### src/rtl/mdec_cmd_sequencer.sv
// Command front-end for the MDEC core: parses host command headers and routes
// payload to the RLE stream, the quant-table port or the cos-table port.
module mdec_cmd_sequencer #(
    parameter int CNT_W = 16
) (
    input  logic             clk,
    input  logic             i_nrst,
    input  logic             i_wordValid,
    input  logic [31:0]      i_word,
    output logic             o_wordReady,
    input  logic             i_abort,
    output logic [1:0]       o_bitSetupDepth,
    output logic             o_bitSigned,
    output logic             o_dataWrite,
    output logic [15:0]      o_dataOut,
    input  logic             i_lockPipe,
    input  logic             i_allowLoad,
    input  logic             i_stillIDCT,
    output logic             o_quantWrt,
    output logic [27:0]      o_quantValue,
    output logic [3:0]       o_quantAdr,
    output logic             o_quantTblSelect,
    output logic             o_cosWrite,
    output logic [4:0]       o_cosIndex,
    output logic [25:0]      o_cosVal,
    output logic             o_busy,
    output logic             o_cmdDone,
    output logic [CNT_W-1:0] o_wordsLeft
);

    typedef enum logic [2:0] {
        S_IDLE, S_DEC_LO, S_DEC_HI, S_QUANT, S_COS, S_DRAIN
    } state_t;

    localparam logic [2:0] OP_DECODE = 3'd1;
    localparam logic [2:0] OP_QUANT  = 3'd2;
    localparam logic [2:0] OP_COS    = 3'd3;

    state_t           r_state;
    state_t           w_nextState;
    logic [1:0]       r_depth;
    logic             r_signed;
    logic [CNT_W-1:0] r_wordsLeft;
    logic [31:0]      r_hold;
    logic             r_holdValid;
    logic [4:0]       r_row;
    logic             r_drainCnt;
    logic             r_cmdDone;
    logic             r_quantWrt;
    logic [27:0]      r_quantValue;
    logic [3:0]       r_quantAdr;
    logic             r_quantTblSelect;
    logic             r_cosWrite;
    logic [4:0]       r_cosIndex;
    logic [25:0]      r_cosVal;

    logic             w_emit;
    logic             w_drainOk;
    logic             w_ready;
    logic             w_accept;
    logic             w_moreWords;
    logic [2:0]       w_opcode;

    assign w_emit      = r_holdValid & i_allowLoad & ~i_lockPipe;
    assign w_drainOk   = ~i_stillIDCT & i_allowLoad;
    assign w_moreWords = (r_wordsLeft != '0);
    assign w_opcode    = i_word[31:29];

    // The HI emit frees the hold register in the same cycle, so ready can
    // rise there and a new word lands without a bubble.
    always_comb begin
        w_ready = 1'b0;
        case (r_state)
            S_IDLE:   w_ready = 1'b1;
            S_DEC_LO: w_ready = w_moreWords & ~r_holdValid;
            S_DEC_HI: w_ready = w_moreWords & (~r_holdValid | w_emit);
            S_QUANT:  w_ready = w_moreWords;
            S_COS:    w_ready = w_moreWords;
            default:  w_ready = 1'b0;
        endcase
    end

    assign o_wordReady = w_ready & i_nrst & ~i_abort;
    assign w_accept    = i_wordValid & o_wordReady;

    always_ff @(posedge clk or negedge i_nrst) begin
        if (!i_nrst) r_state <= S_IDLE;
        else         r_state <= w_nextState;
    end

    always_comb begin
        w_nextState = r_state;
        case (r_state)
            S_IDLE: begin
                if (w_accept) begin
                    case (w_opcode)
                        OP_DECODE: w_nextState = (i_word[15:0] != 16'd0) ? S_DEC_LO : S_DRAIN;
                        OP_QUANT:  w_nextState = S_QUANT;
                        OP_COS:    w_nextState = S_COS;
                        default:   w_nextState = S_IDLE;
                    endcase
                end
            end
            S_DEC_LO: if (w_emit) w_nextState = S_DEC_HI;
            S_DEC_HI: if (w_emit) w_nextState = w_moreWords ? S_DEC_LO : S_DRAIN;
            S_QUANT, S_COS: begin
                if (w_accept && r_wordsLeft == CNT_W'(1)) w_nextState = S_DRAIN;
            end
            S_DRAIN: if (w_drainOk && r_drainCnt) w_nextState = S_IDLE;
            default: w_nextState = S_IDLE;
        endcase
        if (i_abort) w_nextState = S_IDLE;
    end

    // Datapath: strobes are single-cycle and default low every clock.
    always_ff @(posedge clk or negedge i_nrst) begin
        if (!i_nrst) begin
            r_depth          <= '0;
            r_signed         <= 1'b0;
            r_wordsLeft      <= '0;
            r_hold           <= '0;
            r_holdValid      <= 1'b0;
            r_row            <= '0;
            r_drainCnt       <= 1'b0;
            r_cmdDone        <= 1'b0;
            r_quantWrt       <= 1'b0;
            r_quantValue     <= '0;
            r_quantAdr       <= '0;
            r_quantTblSelect <= 1'b0;
            r_cosWrite       <= 1'b0;
            r_cosIndex       <= '0;
            r_cosVal         <= '0;
        end else begin
            r_cmdDone  <= 1'b0;
            r_quantWrt <= 1'b0;
            r_cosWrite <= 1'b0;
            if (i_abort) begin
                r_wordsLeft <= '0;
                r_hold      <= '0;
                r_holdValid <= 1'b0;
                r_row       <= '0;
                r_drainCnt  <= 1'b0;
            end else begin
                case (r_state)
                    S_IDLE: begin
                        if (w_accept) begin
                            r_depth  <= i_word[28:27];
                            r_signed <= i_word[26];
                            r_row    <= '0;
                            case (w_opcode)
                                OP_DECODE: r_wordsLeft <= CNT_W'(i_word[15:0]);
                                OP_QUANT:  r_wordsLeft <= i_word[0] ? CNT_W'(32) : CNT_W'(16);
                                OP_COS:    r_wordsLeft <= CNT_W'(32);
                                default:   r_cmdDone   <= 1'b1;
                            endcase
                        end
                    end
                    S_DEC_LO, S_DEC_HI: begin
                        if (r_state == S_DEC_HI && w_emit) r_holdValid <= 1'b0;
                        if (w_accept) begin
                            r_hold      <= i_word;
                            r_holdValid <= 1'b1;
                            r_wordsLeft <= r_wordsLeft - CNT_W'(1);
                        end
                    end
                    S_QUANT: begin
                        if (w_accept) begin
                            r_quantWrt       <= 1'b1;
                            r_quantValue     <= {i_word[30:24], i_word[22:16], i_word[14:8], i_word[6:0]};
                            r_quantAdr       <= r_row[3:0];
                            r_quantTblSelect <= r_row[4];
                            r_row            <= r_row + 5'd1;
                            r_wordsLeft      <= r_wordsLeft - CNT_W'(1);
                        end
                    end
                    S_COS: begin
                        if (w_accept) begin
                            r_cosWrite  <= 1'b1;
                            r_cosVal    <= {i_word[28:16], i_word[12:0]};
                            r_cosIndex  <= r_row;
                            r_row       <= r_row + 5'd1;
                            r_wordsLeft <= r_wordsLeft - CNT_W'(1);
                        end
                    end
                    S_DRAIN: begin
                        if (w_drainOk) begin
                            r_drainCnt <= ~r_drainCnt;
                            if (r_drainCnt) r_cmdDone <= 1'b1;
                        end else begin
                            r_drainCnt <= 1'b0;
                        end
                    end
                    default: ;
                endcase
            end
        end
    end

    assign o_bitSetupDepth  = r_depth;
    assign o_bitSigned      = r_signed;
    assign o_dataWrite      = w_emit;
    assign o_dataOut        = (r_state == S_DEC_HI) ? r_hold[31:16] : r_hold[15:0];
    assign o_quantWrt       = r_quantWrt;
    assign o_quantValue     = r_quantValue;
    assign o_quantAdr       = r_quantAdr;
    assign o_quantTblSelect = r_quantTblSelect;
    assign o_cosWrite       = r_cosWrite;
    assign o_cosIndex       = r_cosIndex;
    assign o_cosVal         = r_cosVal;
    assign o_busy           = (r_state != S_IDLE);
    assign o_cmdDone        = r_cmdDone;
    assign o_wordsLeft      = r_wordsLeft;

endmodule

### config.mk
export PLATFORM = sky130hd
export DESIGN_NAME = mdec_cmd_sequencer
export DESIGN_NICKNAME = d
export VERILOG_FILES = /design/src/rtl/mdec_cmd_sequencer.sv
export SDC_FILE = /design/constraint.sdc
export NUM_CORES = 1
export LEC_CHECK = 0
export ABC_AREA = 1
export CORE_MARGIN = 2
export CORE_UTILIZATION = 66
export DETAILED_ROUTE_END_ITERATION = 10
export DONT_BUFFER_PORTS = 1
export PLACE_DENSITY = 0.94
export SYNTH_ARGS = -nofsm -noshare
export SYNTH_HDL_FRONTEND = slang
export SYNTH_SLANG_ARGS = --single-unit
### constraint.sdc
create_clock -name clk -period 3.6 [get_ports clk]
set_input_delay 0.18 -clock clk [delete_from_list [all_inputs] [get_ports clk]]
set_output_delay 0.18 -clock clk [all_outputs]
set_load 0.05 [all_outputs]
# After elaboration in Yosys (flattened, before gate mapping)
# Index checks and enable logic that the tools add are counted.
[totals]
input_bits = 39
wordCells = 117
ff_bits = 128
output_inout_bits = 105
[classes]
bitwise = 14
reduce_logical = 25
add_sub_neg = 2
eq_ne = 17
mux = 43
[op_table]
columns = ["cell", "n"]
rows = [
  ["two-way mux 32 bit", 3],
  ["two-way mux 16 bit", 4],
  ["one-hot mux 16 bit (3 select lines)", 1],
  ["one-hot mux 16 bit (2 select lines)", 1],
  ["nonzero test 16 bit", 2],
  ["two-way mux 3 bit", 8],
  ["two-way mux 1 bit", 17],
  ["equality test 16 x 1 -> 1 bit, second input constant", 1],
  ["subtractor 16 x 1 -> 16 bit, second input constant", 1],
  ["two-way mux 5 bit", 3],
  ["one-hot mux 3 bit (5 select lines)", 1],
  ["equality test 3 x 2 -> 1 bit, second input constant", 4],
  ["!= test 3 bit, second input constant", 4],
  ["AND reduction 3 bit", 4],
  ["nonzero test 3 bit", 4],
  ["one-hot mux 5 bit (2 select lines)", 1],
  ["!= test 3 x 1 -> 1 bit, second input constant", 3],
  ["one-hot mux 3 bit (3 select lines)", 1],
  ["AND 1 bit", 8],
  ["equality test 3 x 1 -> 1 bit, second input constant", 2],
  ["equality test 3 bit, second input constant", 2],
  ["two-way mux 6 bit", 1],
  ["nonzero test 2 bit", 3],
  ["adder 5 x 1 -> 5 bit, second input constant", 1],
  ["other kinds (13)", 21],
]

# Longest topological paths before layout
# Gate-level depths: netlist of run 1.
[logic_depth]
word_depth = 12
depth_mapped = 14
depth_no_buf = 12

# Least setup slack after synthesis of run 1
# Ideal clock, no wire load.
[synth_timing]
kind = "register -> register"
from = "register r_wordsLeft[0], in the netlist o_wordsLeft[0]"
to = "register r_wordsLeft[0], in the netlist o_wordsLeft[0]"
required_time_ns = 3.476
setup_time_ns = 0.124
path_stages_with_launch = 15
path_slack_ns = 1.442
t_arrival_ns = 2.034
path_buffers = 2
synth_period_minus_slack_ns = 2.158
cell_sequence = "dfrtp_1 > inv_1 > ha_1 > nand2_1 > nor2_1 > nand2_1 > nand2_1 > nand2_2 > nand3_2 > nand2_2 > buf_6 > nand2_8 > buf_6 > nand2_1 > o21ai_2"
[synth_via]
elab_chain_len = 8
word_cells_on_any_way = 14
classes_between = "add/sub: 1; eq/ne: 2; mux: 4; bitwise: 5; reduce/logical: 2"
[synth_lines]
columns = ["element", "line", "source"]
rows = [
  ["from (decl)", "43", "logic [CNT_W-1:0] r_wordsLeft;"],
  ["from (signal assigned)", "151", "OP_DECODE: r_wordsLeft <= CNT_W'(i_word[15:0]);"],
  ["from (signal assigned)", "152", "OP_QUANT: r_wordsLeft <= i_word[0] ? CNT_W'(32) : CNT_W'(16);"],
  ["from (signal assigned)", "163", "r_wordsLeft <= r_wordsLeft - CNT_W'(1);"],
  ["nonzero test 16 bit", "66", "assign w_moreWords = (r_wordsLeft != '0);"],
  ["AND 1 bit (on tied branches)", "76, 75", ""],
  ["one-hot mux 1 bit (4 select lines)", "73", "case (r_state)"],
  ["AND 1 bit (2 in series)", "83", "assign o_wordReady = w_ready & i_nrst & ~i_abort;"],
  ["AND 1 bit", "84", "assign w_accept = i_wordValid & o_wordReady;"],
  ["!= test 3 x 1 -> 1 bit (no line) or != test 3 bit (tied branches)", "-", ""],
  ["AND reduction 4 bit (no line)", "-", ""],
]
# Parallel ways exist; a longest one is shown, timed or not. The select of a mux whose other input is x is not followed.
# A chain may end at the register's enable or synchronous reset.

# Worst setup path after layout of run 1
[layout_timing]
from = "register r_wordsLeft[0], in the netlist o_wordsLeft[0]"
to = "register r_cosVal[6], in the netlist o_cosVal[6]"
[layout_via]
elab_chain_len = 7
word_cells_on_any_way = 8
classes_between = "mux: 1; bitwise: 5; reduce/logical: 2"
[layout_lines]
columns = ["element", "line", "source"]
rows = [
  ["nonzero test 16 bit *", "66", ""],
  ["AND 1 bit (on tied branches)", "76, 75", ""],
  ["one-hot mux 1 bit (4 select lines) *", "73", ""],
  ["AND 1 bit * (2 in series)", "83", ""],
  ["AND 1 bit *", "84", ""],
  ["AND reduction 3 bit (no line) *", "-", ""],
  ["to (signal assigned)", "179", "r_cosVal <= {i_word[28:16], i_word[12:0]};"],
  ["to (decl)", "55", "logic [25:0] r_cosVal;"],
]
# Mark *: on every way between the ends. The rest lies on a longest branch, timed or not.

==> out/results.txt, run 1 <==
Std-Cell Rows: 35
I/O pin count: 144
Final Slew Violations: 0
register area share after synthesis: 0.527
dpl hpwl: 10.7 mm
Setup WS pre-CTS: 0.803 ns
required time worst endpoint: 4.01 ns
Synth Register Bits: 128
post-route setup slack: 0.697 ns
CTS tree: done
synthesized area per cell: 8.08 um^2
Routed Antenna Nets: 0
Clk pwr share: 0.270
die area: 0.00999 mm^2
routed vias: 5,594
first-pass GRT wire length: 27.9 mm
Synth Instances: 752
most instantiated cells after synthesis: nand2_1, dfrtp_1, o21ai_0
number of cells on the critical path: 11
Final Hold Viols: 0
crit-path leading delay family: simple AND/OR/NAND/NOR gates
clk_lat worst skew: 0.53 ns
Post-synth EDFFs: 0
CORE AREA: 0.00906 mm^2
Worst Path Buf+Inv: 2
Via density: 6.16
Root Buffer: clkbuf_8
total track usage: 0.364
Crit Reg-Reg Startpoint: o_wordsLeft[0]
critical path class: reg -> reg
critical path launch point: o_wordsLeft[0]
Worst Setup Start Kind: flip-flop
number of CTS-inserted buffers: 17
hold crit path type: in -> reg
Synth Cell Area: 0.00608 mm^2
Setup TNS: 0 ns
clk buf depth: 2
initial detailed-routing violation count: 724
vias in the first global route: 5,373
Distinct cells, synth: 40
Reg2Reg Setup Slack: 0.70 ns
per-cell routed wire length: 19.1 um
port bufs: 0
worst r2r dst: o_cosVal[6]
R2R cell count: 11
CP Capture Type: flip-flop
Final Cycle Share: 0.806
area share of the largest cell type after synthesis: 0.527
Pre-antenna DRT Iters: 6
Primary FF master, synth: dfrtp_1
Ys Warns: 0
Critical Path End: o_cosVal[6]
Die Y: 100 um
Worst EP arrival: 3.32 ns
Top cell by count, worst path: nand2_1
most numerous cell in the Yosys netlist: nand2_1
Yosys top cell by area: dfrtp_1
CP Max Fanout: 63
sequential power share: 0.445
drc violations: 0
Cell Chain, Critical Path: inv_1 -> ha_1 -> nand2_1 -> nor2_1 -> nand2_1 -> nand2_1 -> nand2_2 -> nand3_2 -> inv_2 -> nand2_2 -> o21ai_0
LEAKAGE: 3.54 nW
outcome: finished, final reports clean
Fillers: 551
Initial Utilization: 0.671
CTS Sinks: 128
async set-reset flop share out of synthesis: 1.00
grt ovf: 0
relative slew slack: 0.331
Psw: 3.30 mW
synth top area cells: dfrtp_1, nand2_1, o21ai_0, inv_1, nor2_1
Post-CTS Setup Repair Bufs: 0
syn nets: 795
PwrDens: 952 mW/mm^2
Die Wd: 100 um
RSZ-0062 raised after global routing: no
f_max: 344 MHz
clock skew: 0.0109 ns
Setup violations, final: 0
CP max stage delay: 0.75 ns
Hold Buf Count CTS: 39
Slowest-stage cell, CP: dfrtp_1
antenna violations before repair: 1
Cell Int Power: 3.44 mW
routability cong.: 0.890
H-tree levels: 4
largest net degree at the start of global routing: 129
share of cells above drive strength 1: 0.0791
Reg clk slew, reported paths: 0.06 ns
Slew @ Worst Pin: 1.00 ns
NumNets Final: 826
sw frac: 0.490
total wire length: 17.4 mm
min cycle time layout: 2.90 ns
Area growth, synth to finish: 16.5%
Max IR drop VDD: 0.000656 V
MaxCap Viol Count: 0
post-cts sizing count: 0
Logic pwr share: 0.286
[cells in the final DEF (no fill, tap or decap), drive strengths merged, types with 2 or more instances in the layout]
cell	instances
inv	82
xor2	3
nor3b	2
clkinv	6
o21ai	131
dlygate4sd3	38
dfrtp	128
buf	4
clkbuf	18
ha	4
nor2	53
nand2	253
bufinv	4
or2	4
nand4	9
a21oi	9
nand3	32
a32oi	2
o31ai	2
[registers in the layout, indices dropped and copies added, names as in the netlist]
register	flops
o_bitSetupDepth	2
o_bitSigned	1
o_cmdDone	1
o_cosIndex	5
o_cosVal	26
o_cosWrite	1
o_quantAdr	4
o_quantTblSelect	1
o_quantValue	28
o_quantWrt	1
o_wordsLeft	16
r_drainCnt	1
r_hold	32
r_holdValid	1
r_row	5
r_state	3
[power groups by stage]
stage	combinational (mW)	clock (mW)	sequential, mW
2_1_floorplan	1.51	0	2.89
3_3_place_gp	1.74	0	2.99
3_5_place_dp	1.79	0	3.00
4_1_cts	1.88	1.81	2.98
5_1_grt	2.15	1.90	3.04
6_report	1.93	1.82	3.00
[kinds of logic (layout without fill, tap and decap cells)]
kind of cell / count (synthesis) / after routing / synth area share
XOR/XNOR: 4 / 4 / 0.00576
flip-flops: 128 / 128 / 0.527
buffers and inverters: 109 / 153 / 0.0801
AO/OA/AOI/OAI: 151 / 151 / 0.136
AND/OR/NAND/NOR: 356 / 356 / 0.243
other: 0 / 1 / 0
adder cells (fa/ha/maj): 4 / 4 / 0.00823
[per-layer routing]
| metal | track usage | part of all wire |
|---|---|---|
| met4 | 0.149 | 0.042 |
| met1 | 0.464 | 0.37 |
| met3 | 0.120 | 0.11 |
| met2 | 0.577 | 0.47 |
| met5 | 0 | 0 |
[how the worst min path moves through the flow]
stage	from	end	depth (start not counted)
6_report	i_stillIDCT	o_cmdDone	4
5_1_grt	i_word[0]	o_wordsLeft[4]	5
4_1_cts	i_stillIDCT	o_cmdDone	4
3_5_place_dp	i_nrst	o_cosVal[16]	0
3_3_place_gp	i_nrst	o_cosVal[16]	0
2_1_floorplan	i_nrst	o_bitSetupDepth[0]	0
[area by class of cell]
class | instances | area [um^2] | share of cell area
Antenna cell | 1 | 2.50 | 0.000353
Clock buffer | 18 | 418 | 0.0590
Clock inverter | 14 | 205 | 0.0290
Inverter | 79 | 297 | 0.0419
Multi-Input combinational cell | 515 | 2390 | 0.337
Sequential cell | 128 | 3200 | 0.452
Tap cell | 111 | 139 | 0.0196
Timing Repair Buffer | 42 | 430 | 0.0608
[worst reg2reg max path, stage by stage (launching register included)]
cell and delay [ns]:
dfrtp_1 0.75, inv_1 0.22, ha_1 0.25, nand2_1 0.06, nor2_1 0.04, nand2_1 0.08, nand2_1 0.07, nand2_2 0.08
nand3_2 0.10, inv_2 0.10, nand2_2 0.56, o21ai_0 0.48
[metrics by stage]
step / hold WS, ns / cell area, um^2 / cells / util / power (mW)
after detailed placement: -0.113 / 6050 / 836 / 0.667 / 4.79
after global routing: 0.0291 / 7080 / 907 / 0.781 / 7.09
final: 0.00620 / 7080 / 908 / 0.781 / 6.75
after CTS: 0.00444 / 7080 / 907 / 0.781 / 6.68
after global placement: -0.112 / 6050 / 836 / 0.667 / 4.72
after floorplan: -0.116 / 6080 / 752 / - / 4.40
Note: power is estimated with default switching activity, not from simulation.
==> run 2, diff against run 1 <==
--- a/config.mk
+++ b/config.mk
@@ -5,12 +5,12 @@
 export SDC_FILE = /design/constraint.sdc
 export NUM_CORES = 1
 export LEC_CHECK = 0
-export ABC_AREA = 1
+export ABC_AREA = 0
 export CORE_MARGIN = 2
-export CORE_UTILIZATION = 66
+export CORE_UTILIZATION = 57
 export DETAILED_ROUTE_END_ITERATION = 10
 export DONT_BUFFER_PORTS = 1
-export PLACE_DENSITY = 0.94
+export PLACE_DENSITY = 0.87
 export SYNTH_ARGS = -nofsm -noshare
 export SYNTH_HDL_FRONTEND = slang
 export SYNTH_SLANG_ARGS = --single-unit
==> constraint.sdc (replaced) <==
create_clock -name clk -period 2.5 [get_ports clk]
set_input_delay 0.125 -clock clk [delete_from_list [all_inputs] [get_ports clk]]
set_output_delay 0.125 -clock clk [all_outputs]
set_load 0.05 [all_outputs]
==> out/results.txt, run 2 <==
outcome: finished with violations
failing checks: hold timing
area share of the largest cell type after synthesis: 0.505 (-0.0217)
final instance count without filler cells: 718 (-21%)
Final Cycle Share: 0.982 (+0.176)
routed vias: 4,793 (-14%)
Worst EP arrival: 2.87 ns (-0.45 ns)
Post-synth EDFFs: 0 (unchanged)
share of cells above drive strength 1: 0.315 (+0.236)
dpl hpwl: 11.2 mm (+4.4%)
total wire length: 18.2 mm (+4.9%)
async set-reset flop share out of synthesis: 1.00 (unchanged)
H-tree levels: 4 (unchanged)
max reg flops: 32 (unchanged)
GRT busiest layer: met2
Pwr Total: 9.61 mW (+43%)
Pre-antenna DRT Iters: 5 (-1)
largest family of logic cells by synthesized area: multiplexers
Setup violations, final: 0 (unchanged)
number of diodes: 0 (-1)
RSZ-0062 raised after global routing: yes
Setup WS pre-CTS: 0.0528 ns (-0.750 ns)
Std-Cell Rows: 38 (+8.6%)
Synth Register Bits: 128 (unchanged)
R2R cell count: 6 (-5)
relative slew slack: 0.213 (-0.118)
Reg clk slew, reported paths: 0.06 ns (about the same)
post-route setup slack: 0.0444 ns (-0.652 ns)
Routed Antenna Nets: 0 (unchanged)
Die Y: 109 um (+9.5%)
LEAKAGE: 3.73 nW (+5.5%)
min cycle time layout: 2.46 ns (-0.448 ns)
post-synthesis simple-gate area fraction: 0.104 (-0.139)
CTS tree: done
Max IR drop VDD: 0.000769 V (+17%)
Final Slew Violations: 0 (unchanged)
critical path class: reg -> reg
PwrDens: 1260 mW/mm^2 (+32%)
grt ovf: 0 (unchanged)
required time worst endpoint: 2.92 ns (-1.09 ns)
Synth Instances: 499 (-34%)
f_max: 407 MHz (+18%)
Primary FF master, synth: dfrtp_1
Distinct cells, synth: 68 (+70%)
Ys Warns: 0 (unchanged)
Most flops, register: r_hold
antenna violations before repair: 0 (-1)
clk_lat worst skew: 0.53 ns (about the same)
clock skew: 0.0121 ns (+0.00116 ns)
Slew @ Worst Pin: 1.18 ns (+0.181 ns)
Final Hold Viols: 128 (+128)
grt met1 use: 0.370 (-0.0945)
Hold Buf Count CTS: 36 (-7.7%)
Worst Setup Start Kind: flip-flop
grt met3 use: 0.110 (-0.0108)
CORE AREA: 0.0108 mm^2 (+20%)
MaxCap Viol Count: 0 (unchanged)
syn nets: 542 (-32%)
Setup TNS: 0 ns (unchanged)
Die Wd: 109 um (+9.5%)
most instantiated cells after synthesis: dfrtp_1, mux2_4, a22o_1
total track usage: 0.313 (-0.0503)
number of CTS-inserted buffers: 17 (unchanged)
XOR/XNOR Fraction of Synth Area: 0.00414 (-0.00162)
DP Cell Count: 648 (-22%)
CP Max Fanout: 32 (-49%)
I/O pin count: 144 (unchanged)
clk buf depth: 2 (unchanged)
most frequent cells in the layout: dfrtp_1, mux2_4, buf_4
worst r2r dst: o_cosIndex[2]
Root Buffer: clkbuf_8
die area: 0.0120 mm^2 (+20%)
drc violations: 0 (unchanged)
commonest non-fill, non-tap cell in the layout: dfrtp_1
Area growth, synth to finish: 20.3%
Crit Reg-Reg Startpoint: r_state[0]
routability cong.: 0.949 (+6.6%)
vias in the first global route: 4,987 (-7.2%)
Synth Area in Compound Gates: 0.146 (+0.00998)
synthesized-area fraction occupied by adder cells: 0.00789 (-0.000340)
register area share after synthesis: 0.505 (-0.0217)
per-cell routed wire length: 25.4 um (+33%)
placed inst area: 0.00658 mm^2 (+8.8%)
first-pass GRT wire length: 28.0 mm (+0.30%)
hold crit path type: in -> async
port bufs: 0 (unchanged)
Via density: 6.68 (+8.4%)
met2 Use GR: 0.511 (-0.0655)
CTS Sinks: 128 (unchanged)
synth top area cells: dfrtp_1, mux2_4, mux2_2, a22o_1, a21oi_1
Reg2Reg Setup Slack: 0.04 ns (-0.65 ns)
synthesized area per cell: 12.7 um^2 (+57%)
Initial Utilization: 0.585 (-0.0857)
largest net degree at the start of global routing: 131 (+1.6%)
utilization after layout: 0.704 (-0.0775)
Hold WS: -0.714 ns (-0.720 ns)
NumNets Final: 608 (-26%)
Yosys top cell by area: dfrtp_1
most numerous cell in the Yosys netlist: dfrtp_1
Synth Cell Area: 0.00634 mm^2 (+4.3%)
post-route cell area: 0.00763 mm^2 (+7.7%)
initial detailed-routing violation count: 549 (-24%)
CP Capture Type: flip-flop
mux share of post-synthesis cell area: 0.185 (+0.185)
## run 2: cell types whose count changed after synthesis, sizes merged, moves of 5 or more
cell    previous run  this run
clkbuf            13        18
nor3               1        11
nand2            253        13
inv               78         8
mux2               0        83
nor4               1        10
nor2              53        24
o31ai              2        16
o311ai             0         7
a22o               0        30
o21ai            131         9
nand3             32        14
nand4              9         3
a21oi              9        28
## run 2: timing repair
item	CTS	global route
hold endpoints to repair	243	128
pin swaps	0	3
setup endpoints to repair	1	39
buffers inserted	0	2
resized for setup	4	5
cloned	0	0
## run 2: area by class of cell
class,instances,area [um^2]
tap,140,175
multi-input combinational,330,2880
clock buffer,18,428
fill,719,3210
sequential,128,3200
clock inverter,14,201
inverter,8,30.0
timing repair buffer,80,713
## run 2: report_power, final
group / internal [mW] / switching, mW / leakage [nW]
Sequential: 2.45 / 1.31 / 1.75
Combinational: 1.32 / 1.90 / 1.68
Clock: 1.66 / 0.978 / 0.303
## run 2: critical path, stage by stage (launching register included)
cell and delay, ns:
dfrtp_1 0.43, or4b_4 0.53, o211ai_2 0.16, o211ai_4 0.14, or3_2 0.51, buf_12 0.20
mux2_4 0.33
## run 2: worst max-delay path by stage
| stage | start | endpoint | cells past startpoint |
|---|---|---|---|
| floorplan | r_state[2] | o_wordsLeft[4] | 8 |
| global placement | r_state[2] | o_quantValue[13] | 6 |
| detailed placement | r_state[0] | o_quantValue[9] | 6 |
| CTS | r_state[0] | o_quantValue[20] | 6 |
| global route | o_wordsLeft[5] | o_wordReady | 5 |
| finish | r_state[0] | o_cosIndex[2] | 6 |
## run 2: cell families after synthesis
kind of cell	Yosys count
flip-flops	128
AO/OA/AOI/OAI	124
AND/OR/NAND/NOR	114
multiplexers	85
buffers and inverters	41
adder cells (fa/ha/maj)	4
XOR/XNOR	3
## run 2: metal layers
layer  wire length [um]  share of wire
met5                  0              0
met1               6850           0.38
met4                650          0.036
met3               1700          0.093
met2               9020           0.49
==> run 3, diff against run 2 <==
--- a/config.mk
+++ b/config.mk
@@ -7,10 +7,10 @@
 export LEC_CHECK = 0
 export ABC_AREA = 0
 export CORE_MARGIN = 2
-export CORE_UTILIZATION = 57
+export CORE_UTILIZATION = 64
 export DETAILED_ROUTE_END_ITERATION = 10
 export DONT_BUFFER_PORTS = 1
-export PLACE_DENSITY = 0.87
+export PLACE_DENSITY = 0.92
 export SYNTH_ARGS = -nofsm -noshare
 export SYNTH_HDL_FRONTEND = slang
 export SYNTH_SLANG_ARGS = --single-unit
==> constraint.sdc (replaced) <==
create_clock -name clk -period 2.42 [get_ports clk]
set_input_delay 0.121 -clock clk [delete_from_list [all_inputs] [get_ports clk]]
set_output_delay 0.121 -clock clk [all_outputs]
set_load 0.05 [all_outputs]
==> out/results.txt, run 3 (synthesized netlist as in run 2, its figures left out) <==
Slowest-stage cell, CP: nor4_4
CTS Sinks: 128 (unchanged)
number of diodes: 0 (unchanged)
MaxCap Viol Count: 0 (unchanged)
PwrDens: 1310 mW/mm^2 (+3.9%)
min cycle time layout: 2.59 ns
critical path class: reg -> out
Hold WS: -0.722 ns (-0.00837 ns)
Final Cycle Share: 1.07
grt ovf: 0 (unchanged)
drc violations: 0 (unchanged)
required time worst endpoint: 2.30 ns (-0.62 ns)
Worst Setup Start Kind: flip-flop
Area growth, synth to finish: 20.5%
Setup TNS: -0.170 ns (-0.170 ns)
antenna violations before repair: 0 (unchanged)
Setup violations, final: 1 (+1)
Max IR drop VDD: 0.000977 V (+27%)
Crit Reg-Reg Startpoint: r_state[2]
clock skew: 0.0124 ns (+0.000321 ns)
Root Buffer: clkbuf_8
port bufs: 0 (unchanged)
Final Hold Viols: 128 (unchanged)
relative slew slack: 0.208 (-0.00438)
Die Wd: 104 um (-5.4%)
first-pass GRT wire length: 29.7 mm (+6.2%)
clk buf depth: 2 (unchanged)
failing checks: hold timing, setup timing
I/O pin count: 144 (unchanged)
die area: 0.0107 mm^2 (-11%)
share of cells above drive strength 1: 0.312 (-0.00292)
commonest non-fill, non-tap cell in the layout: dfrtp_1
Worst EP arrival: 2.47 ns (-0.40 ns)
vias in the first global route: 5,027 (+0.80%)
Routed Antenna Nets: 0 (unchanged)
Die Y: 104 um (-5.4%)
f_max: 386 MHz
Slew @ Worst Pin: 1.19 ns (+0.00657 ns)
utilization after layout: 0.789 (+0.0849)
largest net degree at the start of global routing: 131 (unchanged)
number of CTS-inserted buffers: 17 (unchanged)
total wire length: 20.2 mm (+11%)
Most flops, register: r_hold
H-tree levels: 4 (unchanged)
Final Slew Violations: 0 (unchanged)
critical path launch point: o_wordsLeft[10]
Reg clk slew, reported paths: 0.06 ns (about the same)
hold crit path type: in -> async
Initial Utilization: 0.655 (+0.0698)
NumNets Final: 609 (+0.16%)
CORE AREA: 0.00968 mm^2 (-11%)
CP max stage delay: 0.51 ns (-0.02 ns)
per-cell routed wire length: 28.5 um (+12%)
max reg flops: 32 (unchanged)
total track usage: 0.364 (+0.0502)
CP Max Fanout: 7 (-78%)
initial detailed-routing violation count: 617 (+12%)
post-route setup slack: -0.170 ns (-0.214 ns)
Via density: 7.20 (+7.9%)
RSZ-0062 raised after global routing: yes
LEAKAGE: 3.74 nW (+0.27%)
CP Capture Type: output pin
routability cong.: 0.967 (+1.9%)
CTS tree: done
Pre-antenna DRT Iters: 5 (unchanged)
Cell Chain, Critical Path: nor4_4 -> nand2_2 -> buf_4 -> or3_4 -> and4_4
Std-Cell Rows: 36 (-5.3%)
clk_lat worst skew: 0.54 ns (about the same)
routed vias: 5,114 (+6.7%)
most frequent cells in the layout: dfrtp_1, mux2_4, buf_4
outcome: finished with violations
Pwr Total: 10.0 mW (+4.0%)
dpl hpwl: 11.0 mm (-1.4%)
Reg2Reg Setup Slack: 0.01 ns (-0.03 ns)
run 3: cell types whose count changed in the layout (fill, tap and decap cells not counted), moves of 2 or more:
| cell | change |
|---|---|
| clkbuf_8 | +3 |
| clkinv_4 | -3 |
| inv_6 | -2 |
| or3_2 | -2 |
| or3_4 | +2 |
run 3: per-layer routing:
| metal | up-vias | routed length, um | track usage | share of wire |
|---|---|---|---|---|
| met4 | 0 | 1270 | 0.192 | 0.063 |
| met3 | 133 | 2080 | 0.125 | 0.10 |
| met1 | 2506 | 7160 | 0.425 | 0.35 |
| met5 | - | 0 | 0 | 0 |
| li1 | 2025 | - | - | - |
| met2 | 450 | 9710 | 0.595 | 0.48 |
run 3: repair_timing:
action	CTS	global route
resized for setup	3	9
setup buffers	0	0
cloned	0	1
endpoints found under the setup margin	1	40
hold endpoints to repair	243	129
hold buffers	36	1
pin swaps	1	1
run 3: cell type report:
cell class	instances	area [um^2]
Clock buffer	22	473
Fill cell	504	2050
Inverter	8	30.0
Sequential cell	128	3200
Multi-Input combinational cell	330	2890
Clock inverter	8	128
Tap cell	133	166
Timing Repair Buffer	81	749
run 3: metrics by stage:
| step | setup slack [ns] | cell area [um^2] | std cells | hold WS [ns] |
|---|---|---|---|---|
| detailed placement | 0.0527 | 6600 | 642 | -0.172 |
| CTS | 0.0146 | 7570 | 708 | -0.735 |
| global route | -0.218 | 7640 | 710 | -0.742 |
| finish | -0.170 | 7640 | 710 | -0.722 |
| floorplan | 0.0451 | 6340 | 499 | -0.175 |
| global placement | 0.127 | 6600 | 642 | -0.172 |
run 3: worst max-delay path, delay by kind of cell (launching register included):
family                 cells  cell delay, ns
buffers and inverters      1            0.20
DFF                        1            0.45
and+or+nand+nor            4            1.29
run 3: worst paths after layout:
path / end / cells past startpoint
max in group asynchronous: o_wordsLeft[6] / 0
worst max register to register: o_wordsLeft[2] / 6
worst max-delay path: o_wordReady / 5
worst min register to register: r_hold[27] / 1
min in group clk: o_wordsLeft[3] / 3
worst min-delay path: o_cosVal[13] / 0
run 3: report_power, final:
part | internal (mW) | leakage [nW] | switching [mW] | total, mW
clock | 1.67 | 0.290 | 0.977 | 2.65
sequential | 2.53 | 1.75 | 1.37 | 3.91
combinational | 1.33 | 1.70 | 2.11 | 3.44
